### src/rtl/game_round_ctrl.sv
// Round sequencer for the zombie-hit game: IDLE -> READY countdown -> PLAY -> OVER.
// Owns score, lives, countdown timer and the 1 s tick; drives game_logic's end_flag and restart.
module game_round_ctrl #(
    parameter int TICK_DIV   = 50_000_000,
    parameter int READY_SECS = 3,
    parameter int GAME_SECS  = 30,
    parameter int LIVES      = 3,
    parameter int SCORE_MAX  = 99
) (
    input  logic       clock,
    input  logic       reset,
    input  logic       start_btn,
    input  logic       hit,
    input  logic       fail,
    output logic       end_flag,
    output logic       gl_reset,
    output logic [1:0] state,
    output logic [6:0] time_left,
    output logic [6:0] score,
    output logic [2:0] lives,
    output logic       tick
);

    typedef enum logic [1:0] {
        ST_IDLE  = 2'b00,
        ST_READY = 2'b01,
        ST_PLAY  = 2'b10,
        ST_OVER  = 2'b11
    } state_t;

    localparam logic [31:0] TICK_LAST   = 32'(TICK_DIV - 1);
    localparam logic [6:0]  READY_INIT  = 7'(READY_SECS);
    localparam logic [6:0]  GAME_INIT   = 7'(GAME_SECS);
    localparam logic [2:0]  LIVES_INIT  = 3'(LIVES);
    localparam logic [6:0]  SCORE_LIMIT = 7'(SCORE_MAX);

    state_t      state_q,  state_d;
    logic [6:0]  time_q,   time_d;
    logic [6:0]  score_q,  score_d;
    logic [2:0]  lives_q,  lives_d;
    logic [31:0] presc_q,  presc_d;
    logic        tick_q,   tick_d;
    logic        end_q,    end_d;
    logic        glr_q,    glr_d;
    logic        start_q;
    logic        fail_q;

    logic        start_edge_s;
    logic        fail_edge_s;
    logic        run_s;
    logic        tick_s;

    // Next-state logic for the round sequencer and its counters.
    always_comb begin
        start_edge_s = start_q & ~start_btn;
        fail_edge_s  = ~fail_q & fail;
        run_s        = (state_q == ST_READY) || (state_q == ST_PLAY);
        tick_s       = run_s && (presc_q == TICK_LAST);

        state_d = state_q;
        time_d  = time_q;
        score_d = score_q;
        lives_d = lives_q;
        glr_d   = 1'b1;
        tick_d  = tick_s;
        if (!run_s || tick_s) begin
            presc_d = 32'd0;
        end else begin
            presc_d = presc_q + 32'd1;
        end

        case (state_q)
            ST_IDLE: begin
                if (start_edge_s) begin
                    state_d = ST_READY;
                    time_d  = READY_INIT;
                    score_d = 7'd0;
                    lives_d = LIVES_INIT;
                    glr_d   = 1'b0;
                    presc_d = 32'd0;
                end else begin
                    state_d = ST_IDLE;
                end
            end
            ST_READY: begin
                if (tick_s && (time_q == 7'd1)) begin
                    state_d = ST_PLAY;
                    time_d  = GAME_INIT;
                    presc_d = 32'd0;
                end else if (tick_s) begin
                    time_d  = time_q - 7'd1;
                end else begin
                    state_d = ST_READY;
                end
            end
            ST_PLAY: begin
                if (hit && (score_q < SCORE_LIMIT)) begin
                    score_d = score_q + 7'd1;
                end else begin
                    score_d = score_q;
                end
                if (fail_edge_s && (lives_q != 3'd0)) begin
                    lives_d = lives_q - 3'd1;
                end else begin
                    lives_d = lives_q;
                end
                if (tick_s && (time_q != 7'd0)) begin
                    time_d = time_q - 7'd1;
                end else begin
                    time_d = time_q;
                end
                // Running out of time or lives ends the round on this same edge.
                if ((tick_s && (time_q == 7'd1)) || (fail_edge_s && (lives_q == 3'd1))) begin
                    state_d = ST_OVER;
                    presc_d = 32'd0;
                end else begin
                    state_d = ST_PLAY;
                end
            end
            ST_OVER: begin
                if (start_edge_s) begin
                    state_d = ST_IDLE;
                    time_d  = GAME_INIT;
                end else begin
                    state_d = ST_OVER;
                end
            end
            default: begin
                state_d = ST_IDLE;
                time_d  = GAME_INIT;
            end
        endcase

        end_d = (state_d != ST_PLAY);
    end

    // State, counters, edge detectors and registered outputs.
    always_ff @(posedge clock or negedge reset) begin
        if (!reset) begin
            state_q <= ST_IDLE;
            time_q  <= GAME_INIT;
            score_q <= 7'd0;
            lives_q <= LIVES_INIT;
            presc_q <= 32'd0;
            tick_q  <= 1'b0;
            end_q   <= 1'b1;
            glr_q   <= 1'b1;
            start_q <= 1'b1;
            fail_q  <= 1'b0;
        end else begin
            state_q <= state_d;
            time_q  <= time_d;
            score_q <= score_d;
            lives_q <= lives_d;
            presc_q <= presc_d;
            tick_q  <= tick_d;
            end_q   <= end_d;
            glr_q   <= glr_d;
            start_q <= start_btn;
            fail_q  <= fail;
        end
    end

    assign state     = state_q;
    assign time_left = time_q;
    assign score     = score_q;
    assign lives     = lives_q;
    assign tick      = tick_q;
    assign end_flag  = end_q;
    assign gl_reset  = glr_q;

endmodule

### config.mk
export PLATFORM = sky130hd
export DESIGN_NAME = game_round_ctrl
export DESIGN_NICKNAME = d
export VERILOG_FILES = /design/src/rtl/game_round_ctrl.sv
export SDC_FILE = /design/constraint.sdc
export NUM_CORES = 1
export LEC_CHECK = 0
export CAP_MARGIN = 20
export CORE_MARGIN = 8
export CORE_UTILIZATION = 55
export CTS_CLUSTER_DIAMETER = 150
export DETAILED_ROUTE_END_ITERATION = 6
export HOLD_SLACK_MARGIN = 0.15
export PLACE_DENSITY = 0.77
export SKIP_LAST_GASP = 1
export SLEW_MARGIN = 25
export SYNTH_ARGS = -nofsm -noshare
export SYNTH_HDL_FRONTEND = slang
export SYNTH_SLANG_ARGS = --single-unit
### constraint.sdc
create_clock -name clock -period 5.53 [get_ports clock]
set_clock_uncertainty 0.2 [all_clocks]
set_input_delay 0.8295 -clock clock [delete_from_list [all_inputs] [get_ports clock]]
set_output_delay 0.8295 -clock clock [all_outputs]
set_load 0.02 [all_outputs]
* Yosys cells after proc, flatten, opt, wreduce, memory -nomap -nowiden
Cells that the tools add are included.
** Operators by class
- $add $sub $neg :: 4
- Order comparisons :: 1
- Eq/ne operators :: 13
- Multiplexer cells :: 25
- Bitwise gates (word level) :: 4
- Reductions and logical operators :: 17
** Operators by type and width (count)
- 32-bit 2-to-1 mux :: 4
- 32-bit one-hot mux with 3 select lines :: 1
- 7-bit 2-to-1 mux :: 7
- 32-bit by 1-bit adder with 32-bit output (second input constant) :: 1
- 32-bit by 26-bit == test with 1-bit output (second input constant) :: 1
- 7-bit one-hot mux with 4 select lines :: 1
- 7-bit one-hot mux with 2 select lines :: 1
- 2-bit one-hot mux with 4 select lines :: 1
- 7-bit by 1-bit adder with 7-bit output (second input constant) :: 1
- 7-bit by 1-bit == test with 1-bit output (second input constant) :: 1
- 7-bit < comparator (second input constant) :: 1
- 7-bit nonzero test :: 1
- 7-bit by 1-bit subtractor with 7-bit output (second input constant) :: 1
- 1-bit logical AND :: 6
- 2-bit 2-to-1 mux :: 3
- 3-bit 2-to-1 mux :: 2
- 2-bit by 1-bit inequality test with 1-bit output (second input constant) :: 3
- 2-bit inequality test (second input constant) :: 3
- 3-bit one-hot mux with 2 select lines :: 1
- 3-bit AND reduction :: 2
- 2-bit == test (second input constant) :: 2
- 1-bit 2-to-1 mux :: 4
- 4-bit AND reduction :: 1
- 3-bit by 1-bit == test with 1-bit output (second input constant) :: 1
- other kinds (10) :: 14
** Word-level totals
- Register bits after elaboration :: 56
- Input bits :: 5
- Output and inout port bits :: 22

* Longest topological paths before layout
- Depth after elaboration :: 8
- Mapped depth :: 9
- Gate-level depth less buffers :: 7

* Worst setup path before layout
Ideal clock, no wire load.
- Kind :: in2reg
- From :: input port start_btn
- To :: register presc_q[20]
- Arrival time :: 1947 ps
- Required time :: 5198 ps
- Path slack :: 3251 ps
- Cell stages on the path :: 6
- Buffers on the path :: 1
- Cell sequence :: nand2b_1 and2_1 a2111o_1 nand3_1 clkbuf_1 nor2_1
** Between the ends
- Cells in the longest elaborated chain, start to end :: 4
** Ends and longest elaborated chain
- from (decl) :: RTL line 12 : input logic start_btn,
- 1-bit inverter :: RTL line 55 : start_edge_s = start_q & ~start_btn;
- 1-bit AND :: RTL line 55
- 32-bit 2-to-1 mux :: RTL line 74 : if (start_edge_s) begin
- 32-bit one-hot mux with 3 select lines :: RTL line 72 : case (state_q)
- net presc_d[20] :: RTL line 41 : logic [31:0] presc_q, presc_d;
- to (signal assigned) :: RTL line 155 : presc_q <= presc_d;
- to (decl) :: RTL line 41
The timed path passes the listed nets, and every way through them passes these cells.
A chain may end at the register's enable or synchronous reset.

* Worst setup path after layout
- From :: input port start_btn
- To :: register time_q[0], in the netlist time_left[0]
** Between the ends
- Cells in the longest elaborated chain, start to end :: 4
- Elaborated cells on any way between the ends :: 5
- Those cells by class :: eq/ne (2); bitwise (2); reduce/logical (1)
** Ends and longest elaborated chain
- 1-bit inverter (*) :: RTL line 55
- 1-bit AND (*) :: RTL line 55
- 2-bit inequality test (no line)
- 4-bit AND reduction (no line) (*)
- to (signal assigned) :: RTL line 152 : time_q <= time_d;
- to (decl) :: RTL line 38 : logic [6:0] time_q, time_d;
Mark *: on every way between the ends. The rest lies on a longest branch, timed or not.

==> impl_metrics.tcl <==
set metrics [dict create \
    startpoint_type "input pin" \
    grtUsageTotal 0.157 \
    die_w_um 90.4 \
    cp_slowest_stage_delay_ns 0.49 \
    synthCells 314 \
    async_flop_share 1.00 \
    core_um2 5440 \
    wl_per_cell_um 14.4 \
    nNetsFinal 357 \
    hold_viol 0 \
    cp_slowest_cell "clkdlybuf4s50_1" \
    vias 2315 \
    gp_routability_congestion 0.810 \
    fin_crit_sh 0.485 \
    power.density_nw_per_um2 308 \
    num_antenna_cells 0 \
    setup_viol 0 \
    grt_max_degree 57 \
    tightest_slew_ns 0.804 \
    dieArea_um2 8160 \
    antenna_found_initial 0 \
    dr.pass1.iters 4 \
    routed_wl_mm 5.96 \
    area_delta_synth_final_pct 13.5 \
    grt_pass1_vias 2335 \
    yosys-top-cells-area "dfrtp_1 39%, xor2_1 8.1%, dfstp_2 7.8%, nor2_1 6.8%, ha_1 4.9%" \
    routed_via_density 5.61 \
    dieHeight_um 90.4 \
    syn_avg_cell_area_um2 9.68 \
    synth_area_um2 3040 \
    final_cells 413 \
    max_freq_ghz 0.373 \
    rsz0062_at_grt "no" \
    clockRootBuffer "clkbuf_8" \
    synth_cell_types 49 \
    route.detailed.drc 0 \
    synth_top_area_cell "dfrtp_1" \
    cts_tree "built" \
    cp_cell_sequence "clkdlybuf4s50_1, nand2b_1, o21ai_0, and4_1, a22oi_2, mux2_2" \
    cts_inserted_buffers 5 \
    cts_repair_resize_count 0 \
    drv_slew 0 \
    cts_setup_buffers 0 \
    cts_buffer_depth 2 \
    grt_pass1_wl_mm 11.0 \
    initial_utilization 0.559 \
    postSynthNetCount 331 \
    ys.warnings.count 0 \
    tns_ns 0 \
    final_core_util 0.634 \
    cts.reportedPaths.clkPinSlew_ns 0.09 \
    drt_iter0_drc 135 \
    setup_ws_ns 2.85 \
    run_status "completed" \
    drive_above_1_share 0.0968 \
    critPathKind "in -> reg" \
    period_needed_ns 2.68 \
    row_count 27 \
    ys_ff_latch 56 \
    cts_sinks 56 \
    hold_class "reg -> reg" \
    p_leak_uw 0.00149 \
    clk_latency_ns 0.30 \
    dp_slack_ns 2.51 \
    io_pins 27 \
    seq_area_frac_synth 0.465 \
    ant_nets 0 \
    io_buffers 26 \
    cp.arrival_ns 2.68 \
    dp.cells 405 \
    cts_max_level 2 \
    postCtsHoldBufs 0 \
    grt_overflow 0 \
    hpwl_mm 4.26 \
    synth_edf_count 0 \
    required_ns 5.53 \
    worst_hold_slack_ns 0.294 \
    relSlewSlack 0.460 \
    cap_viol_max_count 0 \
    yosysTopAreaCellShare 0.387 \
    crit_fanout 11 \
    vdd_ir_drop_max_mv 0.158 \
    synthFlopType "dfrtp_1" \
    crit_path_end_kind "register" \
]
[registers in the layout (all words and copies together) (netlist names)]
register,cells
end_flag,1
fail_q,1
gl_reset,1
lives,3
presc_q,32
score,7
start_q,1
state,2
tick,1
time_left,7
[critical path, delay by kind of cell]
family	cells	cell delay, ns
AO/OA/AOI/OAI	2	0.56
buffers and inverters	1	0.49
AND/OR/NAND/NOR	2	0.42
multiplexers	1	0.39
[final cells by class]
cell class | instances | area (µm²)
flip-flops and latches | 56 | 1410
multi-input cells | 237 | 1550
fillers | 463 | 1990
clock buffers | 8 | 90.1
repair buffers | 27 | 263
inverters | 13 | 48.8
well taps | 72 | 90.1
[power by group]
group	leakage, µW	internal (µW)	switching (µW)	total [µW]
clock network	0.0000455	102	124	226
logic	0.000698	129	227	356
registers	0.000742	447	34.6	481
[routing by layer]
metal  track usage  vias up  routed length, µm
met2         0.263       40               2950
met4        0.0416        0                 57
li1              -     1148                  -
met1         0.198     1120               2680
met5             0        -                  0
met3        0.0374        7                269
[cells by family after synthesis]
kind of cell	synth area share
mux	0.00370
compound gates	0.0922
buf+inv	0.0284
flops	0.465
simple gates	0.264
xor+xnor	0.0979
fa+ha+maj	0.0494
[path summary, 6_finish.rpt]
path | from | endpoint | slack, ns | cells past startpoint
worst min register to register | presc_q[0] | presc_q[0] | 0.29 | 1
max in group asynchronous | reset | presc_q[5] | 4.23 | 2
min in group asynchronous | reset | tick | 0.44 | 2
worst max register to register | state[0] | time_left[0] | 2.92 | 6
worst min-delay path | presc_q[0] | presc_q[0] | 0.29 | 1
worst max-delay path | start_btn | time_left[0] | 2.85 | 6
[cell usage in the layout, fill, tap and decap left out, types with 3 or more instances in the layout]
| cell type | n |
|---|---|
| a211o_1 | 3 |
| or2_2 | 3 |
| nand2_1 | 23 |
| ha_1 | 12 |
| nor2_1 | 55 |
| dfstp_2 | 9 |
| xnor2_1 | 6 |
| dfrtp_1 | 47 |
| a21oi_1 | 8 |
| nand3_1 | 16 |
| nand2b_1 | 5 |
| o21ai_0 | 7 |
| inv_1 | 13 |
| xor2_1 | 28 |
| and3_1 | 8 |
| clkdlybuf4s50_1 | 25 |
| nand4_1 | 14 |
| nor3_1 | 5 |
| clkbuf_8 | 6 |
| nor4_1 | 4 |
| and4_1 | 3 |
[stage by stage]
step / area, µm² / power, µW
4_1_cts: 3450 / 1080
5_1_grt: 3450 / 1140
3_5_place_dp: 3360 / 848
2_1_floorplan: 3040 / 739
3_3_place_gp: 3360 / 838
6_report: 3450 / 1060
[synthesized netlist by cell type, drive strengths merged, types with 6 or more instances]
master	count
dfstp	9
nand2	23
o21ai	9
clkbuf	7
ha	12
dfrtp	47
and3	8
nand4	15
nor4	7
a21oi	8
inv	13
xnor2	6
nor2	55
nand3	17
xor2	28
(Power assumes the default switching activity.)
